--- src/rtl/keypad_pkg.sv ---
// rtl/keypad_pkg.sv - shared state encodings for the keypad and its supervisor
package keypad_pkg;

    typedef enum logic [1:0] {
        OFF        = 2'd0,
        ACTIVE     = 2'd1,
        UNLOCKED   = 2'd2,
        LOCKED_OUT = 2'd3
    } sup_state_t;

    // Keypad FSM codes, kept here so the keypad and its supervisor agree on one encoding
    typedef enum logic [2:0] {
        KP_IDLE   = 3'd0,
        KP_DIG1   = 3'd1,
        KP_DIG2   = 3'd2,
        KP_DIG3   = 3'd3,
        KP_UNLOCK = 3'd4,
        KP_ALARM  = 3'd5
    } kp_state_t;

    function automatic int max_int(input int a, input int b);
        return (a > b) ? a : b;
    endfunction

endpackage

--- src/rtl/btn_edge.sv ---
// rtl/btn_edge.sv - registered rising-edge detector
module btn_edge (
    input  logic clk_i,
    input  logic rst_i,
    input  logic level_i,
    output logic pulse_o
);

    logic samp_q;
    logic prev_q;

    always_ff @(posedge clk_i or posedge rst_i) begin
        if (rst_i) begin
            samp_q <= 1'b0;
            prev_q <= 1'b0;
        end else begin
            samp_q <= level_i;
            prev_q <= samp_q;
        end
    end

    assign pulse_o = samp_q & ~prev_q;

endmodule

--- src/rtl/keypad_supervisor.sv ---
// rtl/keypad_supervisor.sv - button pulsing, failure counting, lockout and relock timing for keypad
module keypad_supervisor
    import keypad_pkg::*;
#(
    parameter int MAX_FAIL    = 3,
    parameter int LOCKOUT_CYC = 16,
    parameter int UNLOCK_CYC  = 8
) (
    input  logic                          clk_i,
    input  logic                          rst_i,
    input  logic                          enbl_i,
    input  logic                          zraw_i,
    input  logic                          oraw_i,
    input  logic                          rsto_i,
    input  logic                          ulck_i,
    input  logic                          secv_i,
    output logic                          zbut_o,
    output logic                          obut_o,
    output logic                          seci_o,
    output logic                          kpen_o,
    output logic                          lockout_o,
    output logic                          alarm_o,
    output logic [$clog2(MAX_FAIL+1)-1:0] failcnt_o
);

    localparam int FW = $clog2(MAX_FAIL + 1);
    localparam int TW = $clog2(max_int(LOCKOUT_CYC, UNLOCK_CYC) + 1);

    logic z_rise, o_rise, rsto_rise, ulck_rise;

    btn_edge u_z    (.clk_i(clk_i), .rst_i(rst_i), .level_i(zraw_i), .pulse_o(z_rise));
    btn_edge u_o    (.clk_i(clk_i), .rst_i(rst_i), .level_i(oraw_i), .pulse_o(o_rise));
    btn_edge u_rsto (.clk_i(clk_i), .rst_i(rst_i), .level_i(rsto_i), .pulse_o(rsto_rise));
    btn_edge u_ulck (.clk_i(clk_i), .rst_i(rst_i), .level_i(ulck_i), .pulse_o(ulck_rise));

    sup_state_t    state_q, state_d;
    logic [FW-1:0] failcnt_q, failcnt_d, failcnt_inc;
    logic [TW-1:0] timer_q, timer_d;
    logic          alarm_q, alarm_d;
    logic          zbut_q, zbut_d, obut_q, obut_d, seci_q, seci_d;
    logic          kpen_q, kpen_d, lockout_q, lockout_d;

    always_ff @(posedge clk_i or posedge rst_i) begin
        if (rst_i) begin
            state_q   <= OFF;
            failcnt_q <= '0;
            timer_q   <= '0;
            alarm_q   <= 1'b0;
            zbut_q    <= 1'b0;
            obut_q    <= 1'b0;
            seci_q    <= 1'b0;
            kpen_q    <= 1'b0;
            lockout_q <= 1'b0;
        end else begin
            state_q   <= state_d;
            failcnt_q <= failcnt_d;
            timer_q   <= timer_d;
            alarm_q   <= alarm_d;
            zbut_q    <= zbut_d;
            obut_q    <= obut_d;
            seci_q    <= seci_d;
            kpen_q    <= kpen_d;
            lockout_q <= lockout_d;
        end
    end

    assign failcnt_inc = (failcnt_q == FW'(MAX_FAIL)) ? failcnt_q : failcnt_q + FW'(1);

    always_comb begin
        state_d   = state_q;
        failcnt_d = failcnt_q;
        timer_d   = timer_q;
        alarm_d   = alarm_q | (secv_i && (state_q != OFF));
        zbut_d    = 1'b0;
        obut_d    = 1'b0;
        seci_d    = 1'b0;
        if (!enbl_i) begin
            state_d   = OFF;
            failcnt_d = '0;
            timer_d   = '0;
            alarm_d   = 1'b0;
        end else begin
            case (state_q)
                OFF: state_d = ACTIVE;
                ACTIVE: begin
                    if (ulck_rise) begin
                        state_d   = UNLOCKED;
                        failcnt_d = '0;
                        timer_d   = TW'(UNLOCK_CYC);
                    end else if (rsto_rise) begin
                        failcnt_d = failcnt_inc;
                        if (failcnt_inc == FW'(MAX_FAIL)) begin
                            state_d = LOCKED_OUT;
                            timer_d = TW'(LOCKOUT_CYC);
                            seci_d  = 1'b1;
                        end
                    end else begin
                        zbut_d = z_rise & ~o_rise;
                        obut_d = o_rise & ~z_rise;
                    end
                end
                UNLOCKED: begin
                    // Leaving on the count of 1 makes the state last exactly the loaded cycles
                    if (timer_q <= TW'(1)) begin
                        timer_d = '0;
                        state_d = ACTIVE;
                    end else begin
                        timer_d = timer_q - TW'(1);
                    end
                end
                LOCKED_OUT: begin
                    if (timer_q <= TW'(1)) begin
                        timer_d   = '0;
                        state_d   = ACTIVE;
                        failcnt_d = '0;
                    end else begin
                        timer_d = timer_q - TW'(1);
                    end
                end
                default: state_d = OFF;
            endcase
        end
        kpen_d    = (state_d != OFF);
        lockout_d = (state_d == LOCKED_OUT);
    end

    assign zbut_o    = zbut_q;
    assign obut_o    = obut_q;
    assign seci_o    = seci_q;
    assign kpen_o    = kpen_q;
    assign lockout_o = lockout_q;
    assign alarm_o   = alarm_q;
    assign failcnt_o = failcnt_q;

endmodule
--- config.mk ---
export PLATFORM = sky130hd
export DESIGN_NAME = keypad_supervisor
export DESIGN_NICKNAME = d
export VERILOG_FILES = /design/src/rtl/keypad_pkg.sv /design/src/rtl/btn_edge.sv /design/src/rtl/keypad_supervisor.sv
export SDC_FILE = /design/constraint.sdc
export NUM_CORES = 1
export LEC_CHECK = 0
export CAP_MARGIN = 20
export CORE_MARGIN = 2
export CORE_UTILIZATION = 55
export DETAILED_ROUTE_END_ITERATION = 10
export HOLD_SLACK_MARGIN = 0.15
export PLACE_DENSITY = 0.87
export SLEW_MARGIN = 15
export SYNTH_ARGS = -nofsm -noshare
export SYNTH_HDL_FRONTEND = slang
export SYNTH_HIERARCHICAL = 1
export SYNTH_SLANG_ARGS = --single-unit
--- constraint.sdc ---
create_clock -name clk_i -period 2.35 [get_ports clk_i]
set_input_delay 0.47 -clock clk_i [delete_from_list [all_inputs] [get_ports clk_i]]
set_output_delay 0.47 -clock clk_i [all_outputs]
set_load 0.005 [all_outputs]
# Word-level counts from Yosys, hierarchy flattened
# Cells that the tools add are included.
# word_totals
ff_bits,23
latchBits,0
mem_bits_rw,0
romBits,0
input_bits,8
output_inout_bits,8
elab_cells,83
mem_count,0
# op_classes
addsub,2
mul,0
n_div,0
order_cmp,1
eq_ne,11
shifts,0
mux,32
bitwise,13
reduce_logical,7
# op_table
operator,count
2-to-1 mux 5 bit,5
2-to-1 mux 2 bit,10
2-to-1 mux 1 bit,14
equality test 2 bit (second input constant),5
case mux 5 bit (2 select lines),1
inequality test 4 x 3 -> 1 bit (second input constant),2
AND 1 bit,6
NOT 1 bit,6
case mux 2 bit (3 select lines),1
AND reduction 3 bit,2
<= comparator 5 x 1 -> 1 bit (second input constant),1
subtractor 5 x 1 -> 5 bit (second input constant),1
case mux 2 bit (2 select lines),1
nonzero test 2 bit,2
inequality test 3 x 1 -> 1 bit (second input constant),1
inequality test 3 x 2 -> 1 bit (second input constant),1
inequality test 3 bit (second input constant),1
adder 2 x 1 -> 2 bit (second input constant),1
equality test 2 x 1 -> 1 bit (second input constant),1
zero test 2 bit,1
OR reduction 2 bit,1
logical AND 1 bit,1
OR 1 bit,1

# Longest topological paths before layout
# Gate-level depths: netlist of the first run.
# depth
depth_word,9
mapped_depth,6
mapped_depth_nobuf,6

# Cells and area by module
# The synthesis of the first run kept the hierarchy.
# modules_own_cells
mod,instances,cells_each,area_each_um2,seq_area_each_um2
keypad_supervisor,1,78,765.7,375.4
btn_edge,4,4,67.6,50.0

# Worst setup path before layout of the first run
# OpenSTA, ideal clock, no wires.
# synth_timing
kind,register to register
from,reg timer_q[0]
to,"reg failcnt_q[0], in the netlist failcnt_o[0]"
setup_time_ns,0.125
arrival_time_ns,1.395
t_required_ns,2.225
setup_slack_ns,0.830
path_stages_with_launch,6
path_buffers,0
synth_period_minus_slack_ns,1.520
cell_sequence,dfrtp_1 ha_1 o21ba_2 o21bai_4 and2_4 mux2_4
# synth_between
elab_chain_cells,3
# synth_rtl
element,line_no,text
from (decl),keypad_supervisor.sv:38,"logic [TW-1:0] timer_q, timer_d;"
from (signal assigned),keypad_supervisor.sv:57,timer_q <= timer_d;
<= comparator 5 x 1 -> 1 bit,keypad_supervisor.sv:112,if (timer_q <= TW'(1)) begin
inequality test 3 bit (no source line),n/a,
AND reduction 3 bit (no source line),n/a,
to (signal assigned),keypad_supervisor.sv:56,failcnt_q <= failcnt_d;
to (decl),keypad_supervisor.sv:37,"logic [FW-1:0] failcnt_q, failcnt_d, failcnt_inc;"
# No other way between the ends.
# A chain may end at the register's enable or synchronous reset.

# Worst setup path in the final report of the first run
# layout_timing
from,"reg failcnt_q[1], in the netlist failcnt_o[1]"
to,out failcnt_o[1]
# layout_rtl
element,line_no,text
to (decl),keypad_supervisor.sv:23,output logic [$clog2(MAX_FAIL+1)-1:0] failcnt_o
# No word-level cell between the ends.

==> run summary, run 1 <==
The flow ran to the end, and the final reports show no timing, DRC or antenna violations. The met2 global-route usage is 0.3324, and the setup TNS is 0 ns. In this run, CTS created clock tree buffers numbering 3.

The starting DRC count in detailed routing was 22. For the setup clock skew after layout, the log shows 0.003971 ns. The clock-pin transition on the worst setup and hold timing paths works out to 0.12 ns. The maximum buffer depth of the clock tree was 2. Summing all placed instances gives a cell area of 1205 sq um. The tools report the root buffer cell as clkbuf_4. The measured slew at the worst slew-check pin was 0.5534 ns. The logs give 131 for the number of placed instances with taps included and 0.02308 for the met3 layer usage reported by global route. On the worst path, the slowest cell contributes a delay of 0.53 ns. For the worst setup path, the data required time is 1.88 ns. VDD sags by at most 0.4236 mV. The synthesized instance count came out at 94. Dividing total power by cell area gives a power density of 605.7 nW/um^2. Maximum number of pins on one net before global-route repair: 16.

The worst setup path is launched from a flip-flop. The logs give 0 for the total overflow reported by the global router and 1.30 ns for the data arrival time of the critical path. The final count of pins violating max slew is 0, and the number of cells in the finished layout apart from fillers is 135. The nature of the critical path endpoint was a primary output.

The critical path goes through clkdlybuf4s50_1. The largest driver fanout on the critical path is 6, and the number of H-tree branching levels is 1. The number of vias per cell works out to 5.474. The effective utilization at floorplan came out at 0.5935.

The total count of hold-check failures in the final report came out at 0. The length of the first detailed-routing pass in iterations is 4, and the design area is 1232 sq um. The tools report the number of global-route vias before repair as 706. The count of maximum capacitance violations is 0, and the post-route clock period utilization is 0.7522. The mean post-synth cell area is 11.02 sq um, and the count of hold buffers inserted by post-cts repair is 0.

The number of top-level pins was 16; the number of buffers added on ports was 15. The routed length per instance was 13.63 um; the global-route wire length before repair was 3125 um. The area added between synthesis and finish was 18.96%. The placer's final routability congestion estimate was 0.8641. Counting the fill cells in the layout gives 129. Summing every instance area after synthesis gives 1036 sq um. During synthesis, Yosys emitted a total of 6 warnings. The floorplan step defined a die boundary enclosing 2247 sq um.

The clock period could shrink to 1.768 ns. Setup repair after global routing left no endpoint under its margin. The kind of path behind the tightest hold check was flip-flop to flip-flop. The maximum operating frequency was 565.7 MHz. TritonCTS built the clock tree. Broken down by cell family, the worst path's largest delay share belongs to buffers and inverters. Max-slew headroom at the worst pin: 0.6307. The number of gates resized after CTS was 0. At the end of the flow, the number of nets in the layout was 121.

For this design the static power due to leakage is 0.0005744 uW. For the placement row count, the log shows 15. The ratio of cells with drive above 1 in the final layout is 0.1182, and the overall power is 746.5 uW. The synthesized netlist contains 29 unique library cells. The register with the most flip-flops in the final layout is timer_q.

The number of buffer and inverter instances along the worst setup path was 1. When the netlist entered floorplanning its net count stood at 104. For the antenna diode count, the log shows 0. The total number of vias is 739. The tools report the total routing resource utilization after global routing as 0.1990. In this run the post-CTS setup repair buffer count came out at 0.

Synthesis inferred 23 register bits. The clock reaches the later pin of the worst-skew pair after 0.30 ns. The core region is 1745 sq um.

Most heavily used metal layer in global routing: met2. The horizontal die dimension works out to 47.40 um. The register with the most flip-flops in the layout has 5 of them. The die is 47.40 um tall. The portion of the post-synthesis area used by sequential elements is 0.5556, and the placed wire-length estimate is 1445 um. Initial antenna violation count: 0.

For the met1 usage, the log shows 0.2555. The logs give 23 for the CTS sink count and 0 for the number of remaining DRC errors. Classification of the worst setup path: flip-flop to primary output. In this run the remaining antenna-violating nets after routing total 0. The tools report the final setup violation count as 0. The critical-path cell with the highest stage delay is clkdlybuf4s50_1.

Summed over all layers, the routed wires come to 1840 um.
==> metal layers <==
metal | wire length [um] | part of all wire
met1 | 777 | 0.42
met2 | 958 | 0.52
met3 | 86 | 0.047
met4 | 18 | 0.0098
met5 | 0 | 0
==> through the flow <==
| step | util | hold WS [ns] | worst slack, ns |
|---|---|---|---|
| floorplan | - | 0.2112 | 0.8301 |
| global placement | 0.6903 | 0.3675 | 0.4156 |
| detailed placement | 0.6903 | 0.3732 | 0.3991 |
| CTS | 0.7061 | 0.4092 | 0.5755 |
| global route | 0.7061 | 0.4171 | 0.5284 |
| finish | 0.7061 | 0.4010 | 0.5824 |
==> synthesized netlist by cell type <==
cell,instances,area share
o22ai_1,1,0.0060
nand2_1,7,0.025
a211oi_1,2,0.014
inv_1,11,0.040
nand3_1,1,0.0048
dfrtp_1,23,0.56
clkbuf_1,2,0.0072
o21bai_4,1,0.018
ha_1,2,0.024
o21ai_0,7,0.034
mux2_4,1,0.014
nor2b_4,4,0.053
o31ai_1,1,0.0072
clkbuf_2,1,0.0048
and2_4,1,0.0085
and2_1,1,0.0060
a31oi_1,1,0.0060
a21o_1,3,0.022
a211o_1,1,0.0085
a21oi_1,7,0.034
nor3b_1,2,0.014
o21ba_2,1,0.0097
nor3_1,1,0.0048
nor2_1,4,0.014
nor4_1,2,0.012
a41oi_1,2,0.017
or3_4,1,0.011
nor2b_1,1,0.0060
and3b_1,2,0.017
==> worst paths after layout <==
check / endpoint / cells past startpoint / startpoint / slack [ns]
max in group asynchronous: timer_q[1] / 2 / rst_i / 1.35
worst min register to register: u_ulck/prev_q / 0 / u_ulck/samp_q / 0.40
worst min-delay path: u_ulck/prev_q / 0 / u_ulck/samp_q / 0.40
min in group asynchronous: u_z/samp_q / 2 / rst_i / 0.42
worst max-delay path: failcnt_o[1] / 1 / failcnt_o[1] / 0.58
worst max register to register: failcnt_o[0] / 6 / timer_q[1] / 0.71
==> placed cells by master (no fill, tap or decap), types with 2 or more instances in the layout <==
cell	netlist	routed
a211oi_1	2	2
a21o_1	3	3
a21oi_1	7	7
a41oi_1	2	2
and3b_1	2	2
clkbuf_4	0	3
clkdlybuf4s50_1	0	15
dfrtp_1	23	23
ha_1	2	2
inv_1	11	11
nand2_1	7	7
nor2_1	4	4
nor2b_4	4	4
nor3b_1	2	2
nor4_1	2	2
o21ai_0	7	7
==> cells by family after synthesis <==
logic type / count (synthesis) / share of synthesized area
and+or+nand+nor: 27 / 0.1775
buffers and inverters: 14 / 0.05193
adders and majority gates: 2 / 0.02415
muxes: 1 / 0.01449
AOI/OAI and AO/OA: 27 / 0.1763
DFF: 23 / 0.5556
==> power breakdown <==
part	switching, uW	leakage (uW)	internal, uW	total [uW]
Sequential	28.0	0.000294	420	448
Clock	113	0.0000177	63.4	177
Combinational	54.9	0.000263	67.4	122
==> area by class of cell <==
cell class	count	area (sq um)	area share
clock inverters	1	5.005	0.004061
multi-input cells	57	406.6	0.3299
well taps	25	31.28	0.02538
inverters	11	41.29	0.03350
clock buffers	3	22.52	0.01827
flip-flops and latches	23	575.6	0.4670
repair buffers	15	150.1	0.1218
==> worst reg2reg max path: stages, from the launching register on <==
cell and delay [ns]:
dfrtp_1 0.43, inv_1 0.11, ha_1 0.14, o21ba_2 0.19, o21bai_4 0.20, and2_4 0.18
mux2_4 0.29
Note: power is estimated with default switching activity, not from simulation.
==> inputs of run 2 (changes only) <==
--- a/config.mk
+++ b/config.mk
@@ -7,10 +7,10 @@
 export LEC_CHECK = 0
 export CAP_MARGIN = 20
 export CORE_MARGIN = 2
-export CORE_UTILIZATION = 55
+export CORE_UTILIZATION = 46
 export DETAILED_ROUTE_END_ITERATION = 10
 export HOLD_SLACK_MARGIN = 0.15
-export PLACE_DENSITY = 0.87
+export PLACE_DENSITY = 0.79
 export SLEW_MARGIN = 15
 export SYNTH_ARGS = -nofsm -noshare
 export SYNTH_HDL_FRONTEND = slang
==> constraint.sdc (replaced) <==
create_clock -name clk_i -period 1.5 [get_ports clk_i]
set_input_delay 0.3 -clock clk_i [delete_from_list [all_inputs] [get_ports clk_i]]
set_output_delay 0.3 -clock clk_i [all_outputs]
set_load 0.005 [all_outputs]
==> run 2 against run 1 <==
The flow now finishes with violations (negative setup slack). Global-route usage down 0.50 points. Routed wire length increased by 19%. Critical path depth increased by 5. Utilization down 5.6 points. Non-clock buffer count is 20 higher. Design area up 15%. Final cell count up 17%. Register-to-register slack worse by 0.72 ns. Worst hold slack got worse by 0.17 ns. Via count increased by 9.9%. Largest power group unchanged. Highest routed layer unchanged.
==> run summary, run 2 (synthesized netlist as in run 1, its figures left out) <==
The run finished, with violations left. The checks that failed: negative setup slack. Root buffer cell: clkbuf_4.

Setup clock skew after layout: 0.004658 ns (+0.0006866 ns). The logs give 1 (unchanged) for the number of H-tree branching levels and -0.1665 ns (-0.5656 ns) for the pre-CTS worst setup slack. Design area: 1411 sq um (+15%). The power density over the cells was 884.3 nW/um^2 (+46%); the delay of the slowest cell on the worst path was 0.42 ns (-0.11 ns). The clock-pin transition on the worst setup and hold timing paths was 0.13 ns (about the same). For the placement row count, the log shows 17 (+2). The largest driver fanout on the critical path works out to 4 (-2).

The relative contribution of combinational cells to total power was 0.211 (+0.047); the sequential share of power was 0.552 (-0.048). The remaining antenna violation count after routing was 0 (unchanged). The sort of element at the start of the critical path is a flip-flop. The endpoint identified for the worst register-to-register timing path is failcnt_o[0].

The run gives 1 (+1) as the final setup violation count. The tools report the initial antenna violation count as 0 (unchanged). The data arrival time of the critical path is 1.72 ns (+0.42 ns).

The smallest clock period supported by the final layout is computed as 1.510 ns. The ratio of cells with drive above 1 in the final layout is 0.2923 (+0.1741), and the maximum operating frequency is 662.0 MHz. The max-slew headroom at the worst pin came out at 0.8064 (+0.1757).

The horizontal die dimension came out at 51.46 um (+8.6%). The worst register-to-register path begins at timer_q[1]. The run gives -0.01047 ns (-0.5928 ns) as the setup slack of the critical path after layout. The top cell types in the final layout, fill and taps aside, are dfrtp_1 (22), buf_4 (20), inv_1 (10). Length of the first detailed-routing pass in iterations: 4 (unchanged). The total CTS buffers is 3 (unchanged). The tools report the nature of the critical path endpoint as a flip-flop. The final wirelength was 2195 um (+19%); the effective utilization at floorplan was 0.4775 (-0.1160). Area added between synthesis and finish: 36.23%.

The number of buffers added on ports is 15 (unchanged), and the placer's final routability congestion estimate is 0.8066 (-6.7%). The count of hold buffers inserted by post-cts repair is 0 (unchanged). The critical-path cell with the highest stage delay was dfrtp_1. The number of filler instances in the final layout was 177 (+37%); the total routing resource utilization after global routing was 0.1940 (-0.005019). The internal power is 906.8 uW (+65%).

The floorplan die area is 2648 sq um (+18%), and the static leakage is 0.0007292 uW (+27%). Source-to-sink clock delay at the later pin of the worst-skew pair: 0.31 ns (about the same). Setup repair after global routing could not meet its margin everywhere. The number of remaining DRC errors was 0 (unchanged).

For the antenna diode count, the log shows 0 (unchanged). The setup path with the least slack is of type flip-flop to flip-flop. The run gives -0.01 ns (-0.72 ns) as the worst-case register-to-register setup slack. The post-route clock period utilization came out at 1.007. The number of global-route vias before repair is 814 (+15%).

The run gives 0.2348 ns (-0.1661 ns) as the smallest hold slack. For the maximum number of pins on one net before global-route repair, the log shows 16 (unchanged). The tools report the number of top-level pins as 16 (unchanged). The number of vias per cell was 5.139 (-6.1%); the core outline area was 2170 sq um (+24%). The flip-flop count of the largest register, all copies and words added is 5 (unchanged), and the count of maximum capacitance violations is 0 (unchanged). The library cell used most frequently in the layout, excluding fill and tap cells, is dfrtp_1. The critical path goes through inv_2 -> ha_2 -> o21ba_4 -> o21bai_4 -> and2_4 -> mux2_4. Starting DRC count in detailed routing: 10 (-55%). The routed length per instance is 13.89 um (+1.9%), and the reported net switching power is 341.3 uW (+74%).

Cell family with the largest share of critical-path delay: flip-flops. The measured slew at the worst slew-check pin is 0.2877 ns (-0.2656 ns). The height of the die works out to 51.46 um (+8.6%).

The worst-case vdd ir drop was 0.5277 mV (+25%). Fraction of power spent switching nets: 0.2735 (+0.01078). For the clock group share of total power, the log shows 0.237 (about the same). CTS sink count: 23 (unchanged). The global-route wire length before repair came out at 3615 um (+16%). The logs give 0 (unchanged) for the total overflow reported by the global router and 150 (+15%) for the number of placed instances with taps included. The run gives 2 (unchanged) as the maximum buffer depth of the clock tree.

The number of cells in the finished layout apart from fillers is 158 (+17%), and the final count of pins violating max slew is 0 (unchanged). The total count of hold-check failures in the final report was 0 (unchanged). The register ranked first by flip-flop count was timer_q.

The number of buffer and inverter instances along the worst setup path was 1 (unchanged); the total cell area at the placement stage was 1335 sq um (+11%). The kind of path behind the tightest hold check was input pin to async pin. Number of cell instances on the worst register-to-register path: 6 (unchanged). TritonCTS built the clock tree. Placed wire-length estimate: 1684 um (+17%). The tools report the total number of vias as 812 (+9.9%).

For the required time at the worst-slack endpoint, the log shows 1.71 ns (-0.17 ns). Number of nets in the final layout: 141 (+17%).
==> run 2: cell count changes in the layout (fill, tap and decap cells not counted), moves of 3 or more <==
cell,before,now
buf_4,0,20
dlygate4sd2_1,0,4
clkdlybuf4s50_1,15,8
dlymetal6s2s_1,0,3
==> run 2: worst max-delay path by stage <==
stage	from	to	slack, ns	depth (start not counted)
floorplan	timer_q[1]	failcnt_o[0]	-0.01	6
global placement	enbl_i	failcnt_o[0]	-0.15	5
detailed placement	enbl_i	failcnt_o[0]	-0.17	5
CTS	timer_q[4]	failcnt_o[0]	-0.005	4
global route	timer_q[1]	failcnt_o[0]	-0.05	6
finish	timer_q[1]	failcnt_o[0]	-0.01	6
==> run 2: power groups by stage <==
stage          clock (uW)  combinational [uW]  sequential, uW
2_1_floorplan           0                 126             698
5_1_grt               331                 291             693
3_3_place_gp            0                 230             704
3_5_place_dp            0                 235             708
6_report              296                 263             689
4_1_cts               310                 257             687
==> run 2: final cells by class <==
class / count / area, sq um / area share
sequential: 23 / 576.8 / 0.4087
multi-input combinational: 57 / 425.4 / 0.3014
inverter: 11 / 41.29 / 0.02926
clock buffer: 3 / 22.52 / 0.01596
clock inverter: 1 / 7.507 / 0.005319
timing repair buffer: 35 / 302.8 / 0.2145
tap: 28 / 35.03 / 0.02482
==> run 2: per-stage QoR <==
stage          setup TNS, ns  utilization  total power (uW)
2_1_floorplan       -0.01334            -             824.4
3_3_place_gp         -0.3922       0.6153             933.3
3_5_place_dp         -0.4898       0.6153             942.9
4_1_cts            -0.004893       0.6378              1255
5_1_grt              -0.1007       0.6505              1315
6_report            -0.01047       0.6505              1248
==> run 2: layer usage <==
metal / GRT usage / part of all wire / vias to the layer above
met3: 0.03801 / 0.031 / 6
met1: 0.2197 / 0.41 / 396
met4: 0.09649 / 0.021 / 0
met2: 0.3440 / 0.54 / 15
met5: 0 / 0 / -
li1: - / - / 395
==> run 2: what timing repair did <==
| action | CTS | global route |
|---|---|---|
| setup buffers | 3 | 1 |
| pin swaps | 0 | 3 |
| endpoints found under the setup margin | 5 | 7 |
| gates resized for setup | 5 | 7 |
| endpoints found under the hold margin | 0 | 0 |
==> run 2: worst register-to-register path, delay by kind of cell (launching register included) <==
family,cells,cell delay [ns]
muxes,1,0.29
DFF,1,0.42
adders and majority gates,1,0.16
and+or+nand+nor,1,0.17
AOI/OAI and AO/OA,2,0.32
buffers and inverters,1,0.06
==> inputs of run 3 (changes only) <==
--- a/config.mk
+++ b/config.mk
@@ -5,6 +5,7 @@
 export SDC_FILE = /design/constraint.sdc
 export NUM_CORES = 1
 export LEC_CHECK = 0
+export ABC_CLOCK_PERIOD_IN_PS = 1500
 export CAP_MARGIN = 20
 export CORE_MARGIN = 2
 export CORE_UTILIZATION = 46
==> results of run 3 <==
Same layout as run 2: the final DEF is identical, and so are final timing and power.
